`src/rtl/transceiver_arbiter.sv`:
```
// transceiver_arbiter: shares one two-phase (toggle) req/ack/data output channel
// between N two-phase requesters. One pending requester is granted at a time,
// round-robin, its word is registered onto data_out and the downstream ack is
// returned to that requester only.
// Optional feature macro: ARB_FIXED_PRIORITY_EN -- when defined the round-robin
// pointer stays at 0, so the lowest pending index always wins.
// Data width is `SIZE (defaults to 8 when not defined elsewhere).

`ifndef SIZE
`define SIZE 8
`endif

module transceiver_arbiter #(
    parameter int id = -1,
    parameter int N  = 4,
    parameter int IW = 2
) (
    input  logic                 clk,
    input  logic                 reset,
    input  logic [N-1:0]         req_in,
    output logic [N-1:0]         ack_in,
    input  logic [N*`SIZE-1:0]   data_in,
    output logic                 req_out,
    input  logic                 ack_out,
    output logic [`SIZE-1:0]     data_out,
    output logic                 busy,
    output logic [IW-1:0]        grant
);

    // Reject configurations the index logic cannot represent.
    if (N < 2 || N > 16 || IW < $clog2(N)) begin : g_bad_cfg
        $error("transceiver_arbiter (router %0d): unsupported N/IW combination", id);
    end

    typedef enum logic {IDLE, BUSY} state_t;

    state_t             state_q, state_d;
    logic [N-1:0]       ack_q, ack_d;
    logic               req_out_q, req_out_d;
    logic [`SIZE-1:0]   data_q, data_d;
    logic [IW-1:0]      grant_q, grant_d;
    logic [IW-1:0]      rr_q, rr_d;

    // Arbitration scratch
    logic [N-1:0]       pending;
    logic               found_hi, found_lo;
    logic [IW-1:0]      g_hi, g_lo, g_sel;
    logic [`SIZE-1:0]   word_sel;

    // Round-robin pick: first pending index at or above rr, otherwise the
    // first pending index overall (which is then below rr, i.e. wrapped).
    always_comb begin
        pending  = req_in ^ ack_q;
        found_hi = 1'b0;
        found_lo = 1'b0;
        g_hi     = '0;
        g_lo     = '0;
        for (int i = 0; i < N; i++) begin
            if (!found_hi && pending[i] && (IW'(i) >= rr_q)) begin
                found_hi = 1'b1;
                g_hi     = IW'(i);
            end
            if (!found_lo && pending[i]) begin
                found_lo = 1'b1;
                g_lo     = IW'(i);
            end
        end
        g_sel    = found_hi ? g_hi : g_lo;
        word_sel = '0;
        for (int i = 0; i < N; i++) begin
            if (IW'(i) == g_sel) word_sel = data_in[i*`SIZE +: `SIZE];
        end
    end

    // Next-state: grant from IDLE, complete the handshake from BUSY.
    always_comb begin
        state_d   = state_q;
        ack_d     = ack_q;
        req_out_d = req_out_q;
        data_d    = data_q;
        grant_d   = grant_q;
        rr_d      = rr_q;
        case (state_q)
            IDLE: begin
                if (found_lo) begin
                    data_d    = word_sel;
                    grant_d   = g_sel;
                    req_out_d = ~req_out_q;
                    state_d   = BUSY;
                end
            end
            BUSY: begin
                // Only the granted requester's ack is ever touched; req_in
                // activity elsewhere just changes who is pending next time.
                if (ack_out == req_out_q) begin
                    for (int i = 0; i < N; i++) begin
                        if (IW'(i) == grant_q) ack_d[i] = ~ack_q[i];
                    end
`ifdef ARB_FIXED_PRIORITY_EN
                    rr_d = '0;
`else
                    rr_d = (grant_q == IW'(N-1)) ? '0 : grant_q + 1'b1;
`endif
                    state_d = IDLE;
                end
            end
            default: state_d = IDLE;
        endcase
    end

    // State registers; reset drops any in-flight word.
    always_ff @(posedge clk or posedge reset) begin
        if (reset) begin
            state_q   <= IDLE;
            ack_q     <= '0;
            req_out_q <= 1'b0;
            data_q    <= '0;
            grant_q   <= '0;
            rr_q      <= '0;
        end else begin
            state_q   <= state_d;
            ack_q     <= ack_d;
            req_out_q <= req_out_d;
            data_q    <= data_d;
            grant_q   <= grant_d;
            rr_q      <= rr_d;
        end
    end

    assign ack_in   = ack_q;
    assign req_out  = req_out_q;
    assign data_out = data_q;
    assign grant    = grant_q;
    assign busy     = (state_q == BUSY);

endmodule

```
`config.mk`:
```
export PLATFORM = sky130hd
export DESIGN_NAME = transceiver_arbiter
export DESIGN_NICKNAME = d
export VERILOG_FILES = /design/src/rtl/transceiver_arbiter.sv
export SDC_FILE = /design/constraint.sdc
export NUM_CORES = 1
export LEC_CHECK = 0
export CORE_UTILIZATION = 39
export CTS_CLUSTER_SIZE = 16
export DETAILED_ROUTE_END_ITERATION = 7
export PLACE_DENSITY = 0.78
export SLEW_MARGIN = 20
export SYNTH_ARGS = -nofsm -noshare
export SYNTH_HDL_FRONTEND = slang
export SYNTH_SLANG_ARGS = --single-unit
```
`constraint.sdc`:
```
create_clock -name clk -period 2 [get_ports clk]
set_input_delay 0.3 -clock clk [delete_from_list [all_inputs] [get_ports clk]]
set_output_delay 0.3 -clock clk [all_outputs]
set_load 0.1 [all_outputs]
```
==> results.json, run 1 <==
{
  "fin_crit_sh_pct": 95.61,
  "dieArea_um2": 3013,
  "rrSetupSlack_ns": 0.09,
  "cpPeakStageDelay_ns": 0.54,
  "path_clk_slew_ns": 0.12,
  "slew_viol_final": 0,
  "synth_edf_count": 0,
  "seqCellArea_um2": 460.4,
  "synth_warnings": 0,
  "yosys-top-cells-count": "dfrtp_1 (18), mux2i_1 (16), nand2_1 (16)",
  "syn_to_final_growth_pct": 61.12,
  "max_freq_mhz": 523.0,
  "start_util_pct": 42.50,
  "grt_overflow": 0,
  "cts_tree": "built",
  "cts_root_buf": "clkbuf_4",
  "die_h_um": 54.89,
  "dr.first_iter.drc_count": 9,
  "synth_seq_area_share_pct": 41.28,
  "endpoint_kind": "flip-flop",
  "cts_buffer_depth": 2,
  "fp-row-count": 18,
  "tightest_slew_ns": 0.4380,
  "ant_nets": 0,
  "path_cells": "xor2_4, buf_4, a21oi_1, o32ai_4, buf_12, mux2i_1, o221ai_1",
  "ys_top_cells_by_area": "dfrtp_1 (41%), mux2i_1 (15%), o221ai_1 (6.4%), xnor2_1 (6.4%), nand2_1 (5.5%)",
  "reg2regPathDepth": 7,
  "diodes": 0,
  "postSynthCellCount": 103,
  "ys_types": 26,
  "multi_input_area_um2": 616.8,
  "timing.rr.start": "ack_in[0]",
  "cpMaxStageDelayCell": "dfrtp_4",
  "rsz0062_at_grt": "false",
  "synth_area_leader_cell": "dfrtp_1",
  "skew_ns": 0.005722,
  "core_area_um2": 2567,
  "ys_ff_latch": 18,
  "fin_area_um2": 1758,
  "crit_path_start_kind": "flip-flop",
  "synth_area_per_cell_um2": 10.59,
  "placed_cell_area_um2": 1717,
  "synth_top_cell_area_share_pct": 41.28,
  "setup_violations": 0,
  "globalplace.congestion": 0.7152,
  "syn_area_um2": 1091,
  "portBuffers": 54,
  "chipWidth_um": 54.89,
  "worstSkewPairLatency_ns": 0.30,
  "routed_wl_um": 2878,
  "slew_headroom_pct": 70.77,
  "route.detailed.drc": 0,
  "grt_antenna_before_repair": 0,
  "wire_per_inst_um": 14.76,
  "drive_above_1_share_pct": 25.45,
  "first_pass_iters": 4,
  "vias_per_cell": 5.123,
  "cts.sinks": 18,
  "grt_pass1_wl_um": 4243,
  "synth_fp_nets": 146,
  "cap_violations": 0,
  "htreeDepth": 1,
  "worst_path_dominant_cell_family": "flip-flops",
  "reg2reg_to": "data_out[1]",
  "post-cts-setup-buffer-count": 0,
  "synthFlopType": "dfrtp_1",
  "io_pins": 55,
  "post-dp-hpwl_um": 2282,
  "vias": 999,
  "critical_path_class": "flip-flop to flip-flop",
  "hold_viol": 0,
  "critical_path.n_buffers_inverters": 2,
  "grt_max_degree": 16,
  "required_ns": 2.18,
  "fillers": 209,
  "synth.most_common_cell": "dfrtp_1",
  "outcome": "complete, no violations",
  "crit_fanout": 15,
  "track_usage_pct": 20.50,
  "final_nets": 209,
  "async_reset_ff_share_pct": 100.0,
  "finalCriticalPeriod_ns": 1.912,
  "critPathArrivalTime_ns": 2.09,
  "numCtsBuffers": 3,
  "worstHoldPathType": "input port to async pin",
  "grt_pass1_vias": 982
}
## worst register-to-register path: cells and delay by family, from the launching register on
family,cells,cell delay [ns]
xor gates and xnor gates,1,0.20
buffers and inverters,2,0.33
muxes,1,0.19
DFF,1,0.54
AOI/OAI and AO/OA,3,0.54
## registers in the layout (all words and copies together), names as in the netlist
name and count:
req_out 1, busy 1, rr_q 2, ack_in 4, data_out 8, grant 2
## kinds of logic (layout without fill, tap and decap cells)
family / Yosys count / count (layout) / share of synthesized area (%)
mux: 18 / 18 / 16.74
simple gates: 24 / 24 / 9.405
compound gates: 17 / 17 / 12.62
xor+xnor: 11 / 11 / 9.519
fa+ha+maj: 4 / 4 / 4.587
flops: 18 / 18 / 41.28
buf+inv: 11 / 73 / 5.848
## cells in the final DEF (no fill, tap or decap), drive strengths merged, types with 3 or more instances in the layout
cell,n
clkdlybuf4s50,38
ha,4
nand2,16
nor2,3
xor2,3
mux2i,16
o221ai,8
clkbuf,4
dfrtp,18
inv,5
xnor2,8
buf,26
## how the worst max path moves through the flow
stage | end | depth (start not counted) | startpoint
6_report | data_out[1] | 7 | ack_in[0]
5_1_grt | data_out[1] | 7 | ack_in[0]
4_1_cts | data_out[1] | 6 | ack_in[0]
3_5_place_dp | data_out[1] | 7 | req_in[0]
3_3_place_gp | data_out[6] | 7 | req_in[0]
2_1_floorplan | data_out[0] | 7 | ack_in[2]
## routing by layer
layer / share of wire (%) / routed length [um] / up-vias / track usage [%]
met5: 0 / 0 / - / 0
met4: 0.94 / 27 / 0 / 10.00
met3: 2.7 / 77 / 2 / 1.639
met2: 54 / 1562 / 21 / 36.55
met1: 42 / 1210 / 492 / 24.62
li1: - / - / 484 / -
## metrics by stage
step                hold WS (ns)  instances  utilization [%]  setup TNS [ns]  worst slack [ns]
CTS                       0.3093        195            68.27               0           0.05629
floorplan                 0.2385        103                -               0           0.01083
global placement          0.4679        191            66.86         -0.7994           -0.1185
detailed placement        0.4767        191            66.86          -1.440           -0.2062
global route              0.3372        195            68.47               0          0.008178
finish                    0.2946        195            68.47               0           0.08786
## what timing repair did
item	in CTS	in global routing
hold buffers	0	0
setup endpoints to repair	0	3
resized for setup	0	1
endpoints found under the hold margin	0	0
## area by class of cell
class | count | area share, %
clock buffer | 4 | 2.064
tap | 30 | 2.135
sequential | 18 | 26.19
multi-input combinational | 74 | 35.09
timing repair buffer | 64 | 33.45
inverter | 5 | 1.068
Power of run 1 is left out: the tool's default activity adds up to more than one toggle a clock period on the data nets, which glitch-free logic cannot reach.
==> run 2: changes to the inputs <==
--- a/config.mk
+++ b/config.mk
@@ -5,6 +5,7 @@
 export SDC_FILE = /design/constraint.sdc
 export NUM_CORES = 1
 export LEC_CHECK = 0
+export CORE_MARGIN = 2
 export CORE_UTILIZATION = 39
 export CTS_CLUSTER_SIZE = 16
 export DETAILED_ROUTE_END_ITERATION = 7
==> results.json, run 2 (synthesized netlist as in run 1, its figures left out) <==
{
  "slew_viol_final": 0,
  "grt_antenna_before_repair": 0,
  "setup_tns_ns": 0,
  "setup_violations": 0,
  "io_pins": 55,
  "numCtsBuffers": 3,
  "skew_ns": 0.003484,
  "hold_viol": 0,
  "wire_per_inst_um": 14.00,
  "ant_nets": 0,
  "outcome": "complete, no violations",
  "post-cts-setup-buffer-count": 0,
  "fp-row-count": 19,
  "postLayoutCoreUtil_pct": 63.48,
  "critPathArrivalTime_ns": 2.05,
  "grt_pass1_wl_um": 4374,
  "fin_ws_ns": 0.1194,
  "fillers": 235,
  "syn_to_final_growth_pct": 57.68,
  "cts.sinks": 18,
  "crit_fanout": 17,
  "core_area_um2": 2710,
  "fin_area_um2": 1720,
  "grt_max_degree": 18,
  "finalCriticalPeriod_ns": 1.881,
  "first_pass_iters": 4,
  "die_h_um": 56.89,
  "final_nets": 206,
  "portBuffers": 54,
  "cap_violations": 0,
  "max_freq_mhz": 531.7,
  "dr.first_iter.drc_count": 24,
  "detailedPlace.worstSlack_ns": -0.2089,
  "start_util_pct": 40.26,
  "layout_common_cells": "clkdlybuf4s50_1 (38), buf_4 (22), mux2i_1 (16), nand2_1 (16), dfrtp_1 (14)",
  "drive_above_1_share_pct": 23.46,
  "grt_pass1_vias": 985,
  "final_common_cell": "clkdlybuf4s50_1",
  "slew_headroom_pct": 70.48,
  "cts_tree": "built",
  "track_usage_pct": 17.54,
  "cts_root_buf": "clkbuf_4",
  "globalplace.congestion": 0.7545,
  "tightest_slew_ns": 0.4423,
  "holdBufCountCts": 0,
  "chipWidth_um": 56.89,
  "dieArea_um2": 3236,
  "htreeDepth": 1,
  "worstHoldPathType": "input port to async pin",
  "cts_resized": 0,
  "worstSkewPairLatency_ns": 0.30,
  "placed_cell_area_um2": 1684,
  "rsz0062_at_grt": "false",
  "largest_reg_flops": 8,
  "path_clk_slew_ns": 0.10,
  "crit_path_start_kind": "input port",
  "diodes": 0,
  "vias": 967,
  "routed_wl_um": 2702,
  "critical_path_class": "input port to flip-flop",
  "endpoint_kind": "flip-flop",
  "grt_overflow": 0,
  "route.detailed.drc": 0,
  "fin_crit_sh_pct": 94.03,
  "cts_buffer_depth": 2,
  "post-dp-hpwl_um": 2230,
  "vias_per_cell": 5.010,
  "required_ns": 2.17
}
## run 2: cell type report
| type | count | area (um^2) | area share (%) |
|---|---|---|---|
| flip-flops and latches | 18 | 460.4 | 26.76 |
| well taps | 31 | 38.79 | 2.255 |
| multi-input cells | 74 | 600.6 | 34.91 |
| repair buffers | 61 | 565.5 | 32.87 |
| inverters | 5 | 18.77 | 1.091 |
| clock buffers | 4 | 36.28 | 2.109 |
## run 2: per-layer routing
layer	track usage, %	part of all wire, %
met1	21.11	40
met4	4.319	1.0
met5	0	0
met2	30.71	55
met3	4.839	3.9
## run 2: final timing paths
path,startpoint,end,slack [ns],depth (start not counted)
setup / recovery,req_in[0],data_out[4],0.12,7
max in group asynchronous,reset,data_out[2],1.24,3
hold reg to reg,data_out[6],data_out[6],0.51,2
setup reg to reg,ack_in[1],data_out[4],0.13,6
min in group clk,data_out[6],data_out[6],0.51,2
hold / removal,reset,ack_in[0],0.29,2
## run 2: metrics by stage
stage               hold slack (ns)  std cells
finish                       0.2910        193
global route                 0.3129        193
CTS                          0.3060        193
detailed placement           0.4787        189
global placement             0.4745        189
floorplan                    0.2385        103
## run 2: critical path: stages
cell and delay [ns]:
clkdlybuf4s50_1 0.56, xor2_4 0.17, a211oi_1 0.10, o32ai_2 0.34, buf_12 0.21, mux2i_1 0.24, o221ai_1 0.14
Power of run 2 is left out for the same reason.
==> run 3: changes to the inputs <==
--- a/config.mk
+++ b/config.mk
@@ -5,6 +5,7 @@
 export SDC_FILE = /design/constraint.sdc
 export NUM_CORES = 1
 export LEC_CHECK = 0
+export ABC_CLOCK_PERIOD_IN_PS = 2000
 export CORE_MARGIN = 2
 export CORE_UTILIZATION = 39
 export CTS_CLUSTER_SIZE = 16
==> results of run 3 <==
Final layout, timing and power as in run 2 (identical DEF).
Power of run 3 is left out for the same reason.
